<file path="src/rtl/id_ex_stage_pkg.sv">
// Shared pipeline types for the ID/EX boundary.
// Used by the decoder, the ID/EX register and the forwarding logic.
package id_ex_stage_pkg;

    localparam int unsigned XLEN      = 32;
    localparam int unsigned REG_IDX_W = 5;
    localparam int unsigned ALU_OP_W  = 4;
    localparam int unsigned CNT_W     = 16;

    typedef logic [REG_IDX_W-1:0] reg_idx_t;

    typedef enum logic [ALU_OP_W-1:0] {
        ALU_ADD  = 4'h0,
        ALU_SUB  = 4'h1,
        ALU_AND  = 4'h2,
        ALU_OR   = 4'h3,
        ALU_XOR  = 4'h4,
        ALU_SLL  = 4'h5,
        ALU_SRL  = 4'h6,
        ALU_SRA  = 4'h7,
        ALU_SLT  = 4'h8,
        ALU_SLTU = 4'h9,
        ALU_LUI  = 4'hA,
        ALU_PASS = 4'hB
    } alu_op_e;

    // Control bundle, MSB first: regWrite .. jump, then aluOp.
    typedef struct packed {
        logic                reg_write;
        logic                mem_read;
        logic                mem_write;
        logic                to_reg;
        logic                alu_src;
        logic                branch;
        logic                jump;
        logic [ALU_OP_W-1:0] alu_op;
    } ctrl_t;

    localparam int unsigned CTRL_W = $bits(ctrl_t);

    // Register-file read value with same-cycle WB write-through; x0 never bypassed.
    function automatic logic [XLEN-1:0] wb_bypass(
        input logic            wb_rw,
        input reg_idx_t        wb_rd,
        input logic [XLEN-1:0] wb_data,
        input reg_idx_t        rs,
        input logic [XLEN-1:0] rf_data
    );
        if (wb_rw && (wb_rd != '0) && (wb_rd == rs)) begin
            return wb_data;
        end
        return rf_data;
    endfunction

endpackage

</file>
<file path="src/rtl/id_ex_stage_load_use_detect.sv">
// Combinational load-use hazard detector: a load in EX whose destination
// is read by the valid instruction currently in ID.
module load_use_detect
    import id_ex_stage_pkg::*;
(
    input  logic     ex_valid,
    input  logic     ex_mem_read,
    input  reg_idx_t ex_rd,
    input  logic     id_valid,
    input  logic     id_use_rs1,
    input  logic     id_use_rs2,
    input  reg_idx_t id_rs1,
    input  reg_idx_t id_rs2,
    output logic     ld_use_c
);

    logic rs1_hit_c;
    logic rs2_hit_c;

    assign rs1_hit_c = id_use_rs1 && (id_rs1 == ex_rd);
    assign rs2_hit_c = id_use_rs2 && (id_rs2 == ex_rd);

    assign ld_use_c = ex_valid && ex_mem_read && (ex_rd != '0) && id_valid
                      && (rs1_hit_c || rs2_hit_c);

endmodule

</file>
<file path="src/rtl/id_ex_stage.sv">
// ID/EX pipeline register with WB write-through bypass, load-use bubble
// insertion and a count of load-use bubbles.
module id_ex_stage
    import id_ex_stage_pkg::*;
(
    input  logic                clk,
    input  logic                rst_n,

    input  logic                id_valid,
    input  logic [XLEN-1:0]     id_pc,
    input  reg_idx_t            id_rs1,
    input  reg_idx_t            id_rs2,
    input  reg_idx_t            id_rd,
    input  logic                id_use_rs1,
    input  logic                id_use_rs2,
    input  logic [XLEN-1:0]     id_regRData1,
    input  logic [XLEN-1:0]     id_regRData2,
    input  logic [XLEN-1:0]     id_imm,

    input  logic                id_regWrite,
    input  logic                id_memRead,
    input  logic                id_memWrite,
    input  logic                id_toReg,
    input  logic                id_aluSrc,
    input  logic                id_branch,
    input  logic                id_jump,
    input  logic [ALU_OP_W-1:0] id_aluOp,

    input  logic                wb_rw,
    input  reg_idx_t            wb_rd,
    input  logic [XLEN-1:0]     wb_data,

    input  logic                ex_flush,
    input  logic                mem_stall,

    output logic                id_ex_valid,
    output logic [XLEN-1:0]     id_ex_pc,
    output reg_idx_t            id_ex_rs1,
    output reg_idx_t            id_ex_rs2,
    output reg_idx_t            id_ex_rd,
    output logic [XLEN-1:0]     id_ex_data_regRData1,
    output logic [XLEN-1:0]     id_ex_data_regRData2,
    output logic [XLEN-1:0]     id_ex_imm,
    output logic                id_ex_regWrite,
    output logic                id_ex_memRead,
    output logic                id_ex_memWrite,
    output logic                id_ex_toReg,
    output logic                id_ex_aluSrc,
    output logic                id_ex_branch,
    output logic                id_ex_jump,
    output logic [ALU_OP_W-1:0] id_ex_aluOp,

    output logic                ld_use_stall,
    output logic [CNT_W-1:0]    bubble_cnt
);

    logic              valid_q,  valid_d;
    logic [XLEN-1:0]   pc_q,     pc_d;
    reg_idx_t          rs1_q,    rs1_d;
    reg_idx_t          rs2_q,    rs2_d;
    reg_idx_t          rd_q,     rd_d;
    logic [XLEN-1:0]   rdata1_q, rdata1_d;
    logic [XLEN-1:0]   rdata2_q, rdata2_d;
    logic [XLEN-1:0]   imm_q,    imm_d;
    logic [CTRL_W-1:0] ctrl_q,   ctrl_d;
    logic [CNT_W-1:0]  bubble_cnt_q, bubble_cnt_d;

    ctrl_t id_ctrl_c;
    ctrl_t ex_ctrl_c;
    logic  ld_use_c;

    assign id_ctrl_c = '{
        reg_write: id_regWrite,
        mem_read:  id_memRead,
        mem_write: id_memWrite,
        to_reg:    id_toReg,
        alu_src:   id_aluSrc,
        branch:    id_branch,
        jump:      id_jump,
        alu_op:    id_aluOp
    };
    assign ex_ctrl_c = ctrl_t'(ctrl_q);

    load_use_detect u_load_use_detect (
        .ex_valid    (valid_q),
        .ex_mem_read (ex_ctrl_c.mem_read),
        .ex_rd       (rd_q),
        .id_valid    (id_valid),
        .id_use_rs1  (id_use_rs1),
        .id_use_rs2  (id_use_rs2),
        .id_rs1      (id_rs1),
        .id_rs2      (id_rs2),
        .ld_use_c    (ld_use_c)
    );

    // Next-state: freeze > flush bubble > load-use bubble > normal capture.
    always_comb begin
        valid_d      = valid_q;
        pc_d         = pc_q;
        rs1_d        = rs1_q;
        rs2_d        = rs2_q;
        rd_d         = rd_q;
        rdata1_d     = rdata1_q;
        rdata2_d     = rdata2_q;
        imm_d        = imm_q;
        ctrl_d       = ctrl_q;
        bubble_cnt_d = bubble_cnt_q;

        if (!mem_stall) begin
            if (ex_flush || ld_use_c) begin
                valid_d  = 1'b0;
                pc_d     = '0;
                rs1_d    = '0;
                rs2_d    = '0;
                rd_d     = '0;
                rdata1_d = '0;
                rdata2_d = '0;
                imm_d    = '0;
                ctrl_d   = '0;
                // A flush already kills the pair, so it is not a load-use bubble.
                if (!ex_flush) begin
                    bubble_cnt_d = bubble_cnt_q + CNT_W'(1);
                end
            end else begin
                valid_d  = id_valid;
                pc_d     = id_pc;
                rs1_d    = id_rs1;
                rs2_d    = id_rs2;
                rd_d     = id_rd;
                rdata1_d = wb_bypass(wb_rw, wb_rd, wb_data, id_rs1, id_regRData1);
                rdata2_d = wb_bypass(wb_rw, wb_rd, wb_data, id_rs2, id_regRData2);
                imm_d    = id_imm;
                ctrl_d   = id_valid ? CTRL_W'(id_ctrl_c) : '0;
            end
        end
    end

    always_ff @(posedge clk or negedge rst_n) begin
        if (!rst_n) begin
            valid_q      <= 1'b0;
            pc_q         <= '0;
            rs1_q        <= '0;
            rs2_q        <= '0;
            rd_q         <= '0;
            rdata1_q     <= '0;
            rdata2_q     <= '0;
            imm_q        <= '0;
            ctrl_q       <= '0;
            bubble_cnt_q <= '0;
        end else begin
            valid_q      <= valid_d;
            pc_q         <= pc_d;
            rs1_q        <= rs1_d;
            rs2_q        <= rs2_d;
            rd_q         <= rd_d;
            rdata1_q     <= rdata1_d;
            rdata2_q     <= rdata2_d;
            imm_q        <= imm_d;
            ctrl_q       <= ctrl_d;
            bubble_cnt_q <= bubble_cnt_d;
        end
    end

    assign id_ex_valid          = valid_q;
    assign id_ex_pc             = pc_q;
    assign id_ex_rs1            = rs1_q;
    assign id_ex_rs2            = rs2_q;
    assign id_ex_rd             = rd_q;
    assign id_ex_data_regRData1 = rdata1_q;
    assign id_ex_data_regRData2 = rdata2_q;
    assign id_ex_imm            = imm_q;
    assign id_ex_regWrite       = ex_ctrl_c.reg_write;
    assign id_ex_memRead        = ex_ctrl_c.mem_read;
    assign id_ex_memWrite       = ex_ctrl_c.mem_write;
    assign id_ex_toReg          = ex_ctrl_c.to_reg;
    assign id_ex_aluSrc         = ex_ctrl_c.alu_src;
    assign id_ex_branch         = ex_ctrl_c.branch;
    assign id_ex_jump           = ex_ctrl_c.jump;
    assign id_ex_aluOp          = ex_ctrl_c.alu_op;
    assign ld_use_stall         = ld_use_c;
    assign bubble_cnt           = bubble_cnt_q;

endmodule

</file>
<file path="config.mk">
export PLATFORM = sky130hd
export DESIGN_NAME = id_ex_stage
export DESIGN_NICKNAME = d
export VERILOG_FILES = /design/src/rtl/id_ex_stage_pkg.sv /design/src/rtl/id_ex_stage_load_use_detect.sv /design/src/rtl/id_ex_stage.sv
export SDC_FILE = /design/constraint.sdc
export NUM_CORES = 1
export LEC_CHECK = 0
export CORE_AREA = 3 3 144 146
export DETAILED_ROUTE_END_ITERATION = 8
export DIE_AREA = 0 0 147 149
export PLACE_DENSITY = 0.76
export SETUP_SLACK_MARGIN = 0.1
export SKIP_CTS_REPAIR_TIMING = 1
export SYNTH_ARGS = -nofsm -noshare
export SYNTH_HDL_FRONTEND = slang
export SYNTH_SLANG_ARGS = --single-unit
export TNS_END_PERCENT = 1
</file>
<file path="constraint.sdc">
create_clock -name clk -period 2.9 [get_ports clk]
set_input_delay 0.725 -clock clk [delete_from_list [all_inputs] [get_ports clk]]
set_output_delay 0.725 -clock clk [all_outputs]
set_load 0.01 [all_outputs]
</file>
==> Yosys cells after proc, flatten, opt, wreduce, memory -nomap -nowiden <==
Index checks and enable logic that the tools add are counted.
{ "totals": {"ff_bits": 171, "input_bits": 199, "output_inout_bits": 172, "word_cells": 51} }
{ "classes": {"add_sub_neg": 1, "n_eq_ne": 4, "muxes": 20, "n_bitwise": 2, "reduce_logical": 14} }
{ "op_table": {"columns": ["op", "count"], "rows": [
  ["$mux 32", 8],
  ["$mux 11", 2],
  ["$eq 5x5->1", 4],
  ["$add 16x1->16 const B", 1],
  ["$mux 5", 3],
  ["$reduce_bool 5->1", 2],
  ["$logic_and 1x1->1", 9],
  ["$mux 1", 7],
  ["$reduce_and 3->1", 1],
  ["$logic_or 1x1->1", 2],
  ["$not 1->1", 2]
]} }

==> Depth between registers and ports, before layout <==
Gate-level depths: netlist (run 1).
{ "logic_depth": {"word_depth": 9, "depth_mapped": 7, "depth_no_buf": 5} }

==> Modules after synthesis <==
Synthesis (run 1) repeated with hierarchy kept, for this count alone.
{ "hier_totals": {"cells_unflattened": 658, "area_unflattened_um2": 7637.3} }
{ "by_module_without_submodules": {"columns": ["module", "instances", "cells_per_inst", "area_each_um2", "seq_area_each_um2"], "rows": [
  ["id_ex_stage", 1, 641, 7505.9, 4279.1],
  ["load_use_detect", 1, 17, 131.4, 0.0]
]} }

==> Worst setup path after synthesis (run 1) <==
No wires, ideal clock.
{ "synth_path": {"path_type": "in2out", "from": "input port id_rs2[2]", "to": "output port ld_use_stall", "arrival_time_ps": 1831, "required_time_ps": 2175, "slack_ps": 344, "path_stages": 5, "n_path_buf": 1, "path_cell_list": "xnor2_1 -> nand4_1 -> o22ai_1 -> clkbuf_1 -> and2_1"} }
{ "synth_between": {"elab_chain_len": 4} }
{ "synth_lines": {"columns": ["element", "line_no", "source"], "rows": [
  ["from (decl)", "id_ex_stage.sv:12", "input reg_idx_t id_rs2,"],
  ["$eq 5x5->1", "id_ex_stage_load_use_detect.sv:21", "assign rs2_hit_c = id_use_rs2 && (id_rs2 == ex_rd);"],
  ["$logic_and 1x1->1", "id_ex_stage_load_use_detect.sv:21", null],
  ["$logic_or 1x1->1", "id_ex_stage_load_use_detect.sv:24", "&& (rs1_hit_c || rs2_hit_c);"],
  ["$logic_and 1x1->1", "id_ex_stage_load_use_detect.sv:24", null],
  ["to (decl)", "id_ex_stage.sv:53", "output logic ld_use_stall,"]
]} }
No other way between the ends.

==> Final worst setup path (run 1) <==
{ "layout_path": {"from": "input port id_rs1[4]", "to": "output port ld_use_stall"} }
{ "layout_between": {"elab_chain_len": 4} }
{ "layout_lines": {"columns": ["element", "line_no", "source"], "rows": [
  ["from (decl)", "id_ex_stage.sv:11", "input reg_idx_t id_rs1,"],
  ["$eq 5x5->1", "id_ex_stage_load_use_detect.sv:20", "assign rs1_hit_c = id_use_rs1 && (id_rs1 == ex_rd);"],
  ["$logic_and 1x1->1", "id_ex_stage_load_use_detect.sv:20", null],
  ["$logic_or 1x1->1", "id_ex_stage_load_use_detect.sv:24", null],
  ["$logic_and 1x1->1", "id_ex_stage_load_use_detect.sv:24", null]
]} }
No other way between the ends.

==> flow_summary_export.csv, run 1 <==
group,metric,value,unit
run_status,status,"finished, final reports clean",
drt,detail_route.wl_per_cell,20.43,µm
drt,antenna_left,0,
synth,ys_top_cells_by_count,"sky130_fd_sc_hd__dfrtp_1 (171), sky130_fd_sc_hd__a22o_1 (144), sky130_fd_sc_hd__mux2_4 (60)",
global_routing,groute.layer.met3.usage,8.417,%
run,cap_violations,0,
drt,detail_route.wirelength,24170,µm
synth,synth.ff_latch_count,171,
global_routing,grtUsageTotal,21.57,%
timing,fmax,364.2,MHz
cts,cts_max_level,4,
power_and_ir_drop,peakVddDrop,0.0003634,V
global_routing,grt.met2_usage,37.45,%
synth,synth_ff_type,"sky130_fd_sc_hd__dfrtp_1",
global_routing,number_of_global_route_vias_before_repair,6394,
drt,num_vias,6029,
global_routing,overflow,0,
synth,mappedNetlistArea,0.007473,mm²
power_and_ir_drop,power_consumption,0.006238,W
worst_setup_path,timing.critical_path.cells,"clkdlybuf4s50_1 -> xnor2_2 -> nand4_1 -> o22ai_2 -> and2_1 -> clkbuf_2",
worst_setup_path,cp_data_required_time,2.17,ns
worst_setup_path,critical_path.startpoint_type,"input pin",
floorplan,top_level_ports,371,
timing,max_slew.worst_pin.slew,0.7127,ns
place,gpl.final_weighted_congestion,0.7839,
worst_setup_path,crit-reg2reg-capture,"id_ex_data_regRData1[18]",
synth,synth_enable_flop_cells,0,
layout,fin_nets,1105,
drt,per_cell_via_count_in_the_routed_design,5.096,
worst_setup_path,setup.reg_to_reg.worst_slack,0.72,ns
worst_setup_path,worst_path_max_delay_cell,"sky130_fd_sc_hd__clkdlybuf4s50_1",
layout,num_antenna_cells,0,
layout,layout-drive-gt1-share,15.58,%
global_routing,grt_max_degree,156,
synth,synth_area_leader_cell,"sky130_fd_sc_hd__dfrtp_1",
synth,ys_top_cells_by_area,"sky130_fd_sc_hd__dfrtp_1 (57%), sky130_fd_sc_hd__a22o_1 (17%), sky130_fd_sc_hd__mux2_4 (12%)",
timing,setup_skew,0.01137,ns
worst_setup_path,worst_endpoint_data_arrival_time,2.02,ns
timing,timing.final.crit_share,94.69,%
power_and_ir_drop,power.leakage,5.351,nW
timing,timing.final.setup_violations,0,
floorplan,die-area,0.02190,mm²
power_and_ir_drop,total_power_divided_by_cell_area,505.4,mW/mm²
drt,initialDrtViolationCount,204,
cts,tritoncts,"done",
layout,final.fill_count,1502,
layout,area_delta_synth_final,65.16,%
synth,post_synth_inst_count,524,
floorplan,die_y,149,µm
worst_setup_path,path_class,"input pin to output port",
synth,syn-num-nets,724,
floorplan,dieWidth,147,µm
worst_setup_path,worstSetupEndpointType,"output port",
worst_setup_path,cp_top_family,"buffers and inverters",
drt,detail_route.drc_violations,0,
cts,cts_inserted_buffers,17,
synth,synth-async-reset-ratio,100.0,%
synth,synth.most_common_cell,"sky130_fd_sc_hd__dfrtp_1",
cts,cts-root-to-sink-buffers,2,
floorplan,rows,51,
worst_setup_path,critical_path.reg2reg.startpoint,"id_ex_rd[1]",
worst_setup_path,path_buf_inv,2,
timing,slew_headroom,52.49,%
synth,synth.yosys.warnings,0,
worst_setup_path,max_stage_delay,0.53,ns
synth,postSynthAreaPerCell,14.26,µm²
global_routing,initial_antenna_violation_count,1,
timing,final_max_slew_viol_count,0,
cts,cts_sinks,171,
cts,clock_latency,0.42,ns
worst_setup_path,rr_worst_depth,7,
worst_setup_path,critical_path_peak_fanout,2,
timing,rsz0062_at_grt,"no",
timing,post-route-min-period,2.746,ns
place,buffer_ports.inserted,370,
global_routing,grt_pass1_wl,36800,µm
cts,root_buffer,"sky130_fd_sc_hd__clkbuf_16",
place,detailedPlacementHpwl,17810,µm
global_routing,grt_util_met1,25.62,%
synth,synthDominantCellAreaShare,57.26,%
synth,synth.yosys.seq_area_share,57.26,%
floorplan,initial_core_util,38.27,%
timing,finalHoldViolCount,0,
layout,utilization,63.21,%
floorplan,core_area,0.01953,mm²
hold_path,hold_path.class,"input pin to async pin",
global_routing,global_route.peak_usage_layer,"met2",
cts,clk_pin_slew,0.07,ns
synth,ys_types,28,
timing,timing.setup.tns,0,ns
drt,drt_pass1_iterations,4,
-- registers in the layout, summed over array words and instances, names as in the netlist --
register / flops
id_ex_data_regRData2: 32
ctrl_q: 11
id_ex_rs1: 5
id_ex_pc: 32
id_ex_data_regRData1: 32
id_ex_rd: 5
id_ex_rs2: 5
id_ex_valid: 1
id_ex_imm: 32
bubble_cnt: 16
-- cell type report --
type / count / area (µm²) / area share, %
clock inverters: 12 / 153.9 / 1.247
flip-flops and latches: 171 / 4279 / 34.67
repair buffers: 406 / 4110 / 33.30
multi-input cells: 309 / 3012 / 24.40
clock buffers: 20 / 456.7 / 3.700
well taps: 265 / 331.6 / 2.686
-- through the flow --
stage          std cells  worst slack [ns]  area, µm²  hold WS [ns]
2_1_floorplan        524            0.3436       7473        0.4294
3_3_place_gp        1151           -0.4088      11710        0.4588
3_5_place_dp        1151           -0.3960      11710        0.4745
4_1_cts             1183           -0.4130      12320        0.2367
5_1_grt             1183           0.08011      12340        0.2471
6_report            1183            0.1539      12340        0.2433
-- kinds of logic after synthesis --
logic type	Yosys count	synth area share, %
compound gates	159	18.82
xor+xnor	35	4.102
fa+ha+maj	1	0.1674
buf+inv	44	2.880
flops	171	57.26
mux	65	12.81
simple gates	49	3.968
-- metal layers --
layer  share of wire (%)  routed length [µm]
met1                  40                9671
met5               0.083                  20
met4                 1.3                 307
met2                  50               12080
met3                 8.7                2093
-- power by group --
part / switching, W / total [W] / internal [W]
Combinational: 0.000454 / 0.00123 / 0.000772
Sequential: 0.000110 / 0.00266 / 0.00255
Clock: 0.00100 / 0.00235 / 0.00135
-- worst max-delay path by stage --
| stage | cells after the start | to | slack, ns | start |
|---|---|---|---|---|
| 2_1_floorplan | 5 | ld_use_stall | 0.34 | id_rs2[2] |
| 3_3_place_gp | 6 | ld_use_stall | -0.41 | id_rs2[4] |
| 3_5_place_dp | 6 | ld_use_stall | -0.40 | id_rs2[3] |
| 4_1_cts | 6 | ld_use_stall | -0.41 | id_rs2[3] |
| 5_1_grt | 6 | ld_use_stall | 0.08 | id_rs2[1] |
| 6_report | 6 | ld_use_stall | 0.15 | id_rs1[4] |
-- worst register-to-register path, cell delays in order, from the launching register on --
cell and delay [ns]:
sky130_fd_sc_hd__dfrtp_1 0.51, sky130_fd_sc_hd__xnor2_1 0.20, sky130_fd_sc_hd__nand2_1 0.13, sky130_fd_sc_hd__o22ai_2 0.10
sky130_fd_sc_hd__buf_4 0.21, sky130_fd_sc_hd__a21boi_4 0.44, sky130_fd_sc_hd__buf_12 0.33, sky130_fd_sc_hd__a22o_1 0.21
-- cells in the final DEF, fill, tap and decap left out, drive strengths merged --
cell type | Yosys | routed
clkdlybuf4s50 | 0 | 365
dfrtp | 171 | 171
a22o | 144 | 144
mux2 | 65 | 65
buf | 13 | 38
xnor2 | 31 | 31
clkbuf | 31 | 21
nand3 | 15 | 15
a32o | 11 | 11
nand4 | 8 | 8
nor2 | 8 | 8
inv | 0 | 6
nand2 | 5 | 5
xor2 | 4 | 4
and3 | 4 | 4
clkinv | 0 | 3
nor4 | 2 | 2
nand3b | 2 | 2
bufinv | 0 | 2
dlymetal6s2s | 0 | 2
o22ai | 1 | 1
nor3 | 1 | 1
a21oi | 1 | 1
and2 | 1 | 1
a21boi | 1 | 1
or4 | 1 | 1
o21ai | 1 | 1
and4 | 1 | 1
nand4b | 1 | 1
ha | 1 | 1
clkinvlp | 0 | 1
Power figures use the tool's default switching activity.
==> run 2, diff against run 1 <==
--- a/config.mk
+++ b/config.mk
@@ -5,10 +5,11 @@
 export SDC_FILE = /design/constraint.sdc
 export NUM_CORES = 1
 export LEC_CHECK = 0
-export CORE_AREA = 3 3 144 146
+export CORE_AREA = 3 3 143 145
+export CTS_BUF_LIST = sky130_fd_sc_hd__clkbuf_16
 export DETAILED_ROUTE_END_ITERATION = 8
-export DIE_AREA = 0 0 147 149
-export PLACE_DENSITY = 0.76
+export DIE_AREA = 0 0 146 148
+export PLACE_DENSITY = 0.77
 export SETUP_SLACK_MARGIN = 0.1
 export SKIP_CTS_REPAIR_TIMING = 1
 export SYNTH_ARGS = -nofsm -noshare
==> constraint.sdc (replaced) <==
create_clock -name clk -period 3.3 [get_ports clk]
set_input_delay 0.825 -clock clk [delete_from_list [all_inputs] [get_ports clk]]
set_output_delay 0.825 -clock clk [all_outputs]
set_load 0.01 [all_outputs]
==> run 2 against run 1 <==
Compared with the run above:
- clock-buffer cell count shrank 3
- routed wire length down 1.5%
- final cell count shrank 1.4%
- critical endpoint unchanged
- largest cell class unchanged
==> flow_summary_export.csv, run 2 (synthesis gave the netlist of run 1 again) <==
group,metric,value,unit
timing,timing.final.crit_share,91.29,%
layout,layout-drive-gt1-share,13.76,%
cts,cts_max_level,4,
global_routing,grt_pass1_wl,36320,µm
power_and_ir_drop,part_of_the_total_power_dissipated_in_the_clock_network,39.3,%
power_and_ir_drop,internal_power_consumption,0.004252,W
power_and_ir_drop,switching_share,24.03,%
drt,detailroute.wirelength.met2,11850,µm
floorplan,die_y,148,µm
power_and_ir_drop,total_power_divided_by_cell_area,459.4,mW/mm²
power_and_ir_drop,power.leakage,5.273,nW
floorplan,dieWidth,146,µm
power_and_ir_drop,power_consumption,0.005597,W
timing,rsz0062_at_grt,"no",
worst_setup_path,critical_path.startpoint_type,"input pin",
place,post-place-ws,-0.1311,ns
layout,layout.cells.most_common_list,"sky130_fd_sc_hd__clkdlybuf4s50_1 (366), sky130_fd_sc_hd__dfrtp_1 (171), sky130_fd_sc_hd__a22o_1 (144)",
drt,maxUsedRoutingLayer,"met4",
worst_setup_path,worstSetupEndpointType,"output port",
run,cap_violations,0,
layout,fin_nets,1090,
power_and_ir_drop,power_switching,0.001345,W
run_status,status,"finished, final reports clean",
floorplan,top_level_ports,371,
cts,clock_latency,0.42,ns
global_routing,number_of_global_route_vias_before_repair,6109,
timing,slew_headroom,37.86,%
drt,wl_met3,1756,µm
drt,num_vias,5944,
power_and_ir_drop,power.combinational.fraction,18.9,%
timing,fmax,331.9,MHz
power_and_ir_drop,seq_power_share,41.8,%
timing,post-route-min-period,3.013,ns
worst_setup_path,worst_path_max_delay_cell,"sky130_fd_sc_hd__clkdlybuf4s50_1",
drt,detail_route.drc_violations,0,
global_routing,grtUsageTotal,21.59,%
cts,cts_inserted_buffers,17,
cts,tritoncts,"done",
timing,finalHoldViolCount,0,
layout,final.fill_count,1515,
timing,timing.final.setup_violations,0,
worst_setup_path,worst_endpoint_data_arrival_time,2.19,ns
global_routing,initial_antenna_violation_count,0,
layout,num_antenna_cells,0,
floorplan,core_area,0.01933,mm²
global_routing,grt_max_degree,171,
drt,detail_route.wirelength,23810,µm
drt,detail_route.wl_per_cell,20.42,µm
floorplan,die-area,0.02161,mm²
layout,area_delta_synth_final,63.03,%
timing,postLayoutSetupSlackWorst,0.2873,ns
cts,root_buffer,"sky130_fd_sc_hd__clkbuf_16",
cts,cts-root-to-sink-buffers,2,
drt,per_cell_via_count_in_the_routed_design,5.098,
place,buffer_ports.inserted,370,
place,detailedPlacementHpwl,17220,µm
timing,setup_skew,0.009237,ns
cts,clk_pin_slew,0.07,ns
drt,drt_pass1_iterations,5,
cts,cts_sinks,171,
timing,final_max_slew_viol_count,0,
layout,mostFrequentLayoutCell,"sky130_fd_sc_hd__clkdlybuf4s50_1",
floorplan,initial_core_util,38.65,%
global_routing,overflow,0,
hold_path,hold_path.class,"input pin to async pin",
worst_setup_path,max_stage_delay,0.54,ns
drt,antenna_left,0,
floorplan,rows,51,
worst_setup_path,timing.critical_path.cells,"clkdlybuf4s50_1 -> xnor2_1 -> nand4_1 -> o22ai_2 -> and2_1 -> dlymetal6s2s_1",
place,gpl.final_weighted_congestion,0.7926,
drt,detail_route.wirelength.met1,9736,µm
worst_setup_path,path_class,"input pin to output port",
power_and_ir_drop,peakVddDrop,0.0002347,V
worst_setup_path,cp_data_required_time,2.47,ns
drt,initialDrtViolationCount,361,
worst_setup_path,critical_path_peak_fanout,2,
timing,max_slew.worst_pin.slew,0.9321,ns
run 2: path summary, 6_finish.rpt:
check | startpoint | end | slack [ns] | cells after the start
max | id_rs2[3] | ld_use_stall | 0.29 | 6
min | rst_n | id_ex_data_regRData1[0] | 0.16 | 1
max reg2reg | id_ex_rd[0] | id_ex_data_regRData2[13] | 0.84 | 7
min reg2reg | bubble_cnt[15] | bubble_cnt[15] | 0.47 | 1
max in group asynchronous | rst_n | bubble_cnt[0] | 2.03 | 2
min in group clk | bubble_cnt[15] | bubble_cnt[15] | 0.47 | 1
run 2: layer usage:
metal,GRT usage (%),vias to the layer above
met5,0,-
met4,6.256,0
met3,6.560,28
met2,36.31,264
met1,27.11,2917
li1,-,2735
run 2: power groups by stage:
stage          Sequential [W]  Clock, W  Combinational (W)
3_5_place_dp          0.00237         0            0.00107
2_1_floorplan         0.00243         0           0.000302
5_1_grt               0.00236   0.00233            0.00112
3_3_place_gp          0.00237         0            0.00106
4_1_cts               0.00234   0.00226            0.00107
6_report              0.00234   0.00220            0.00106
run 2: per-stage QoR:
step	instance area, µm²	hold WS [ns]	utilization [%]	std cells	TNS, ns
2_1_floorplan	7473	0.5076	-	524	0
3_3_place_gp	11520	0.4606	59.60	1136	-0.1020
3_5_place_dp	11520	0.4670	59.60	1136	-0.3027
4_1_cts	12170	0.1317	62.92	1166	-0.1405
5_1_grt	12180	0.1339	63.02	1166	0
6_report	12180	0.1625	63.02	1166	0
run 2: layout make-up:
class | instances | area (µm²) | share of cell area, %
clock buffer | 17 | 425.4 | 3.491
clock inverter | 13 | 216.5 | 1.777
multi-input combinational | 309 | 3004 | 24.66
sequential | 171 | 4279 | 35.12
tap | 265 | 331.6 | 2.721
timing repair buffer | 391 | 3928 | 32.23
run 2: critical path: cells and delay by family:
kind / cells / cell delay, ns
AO/OA/AOI/OAI: 1 / 0.21
XOR/XNOR: 1 / 0.14
buffers and inverters: 2 / 0.71
AND/OR/NAND/NOR: 2 / 0.29
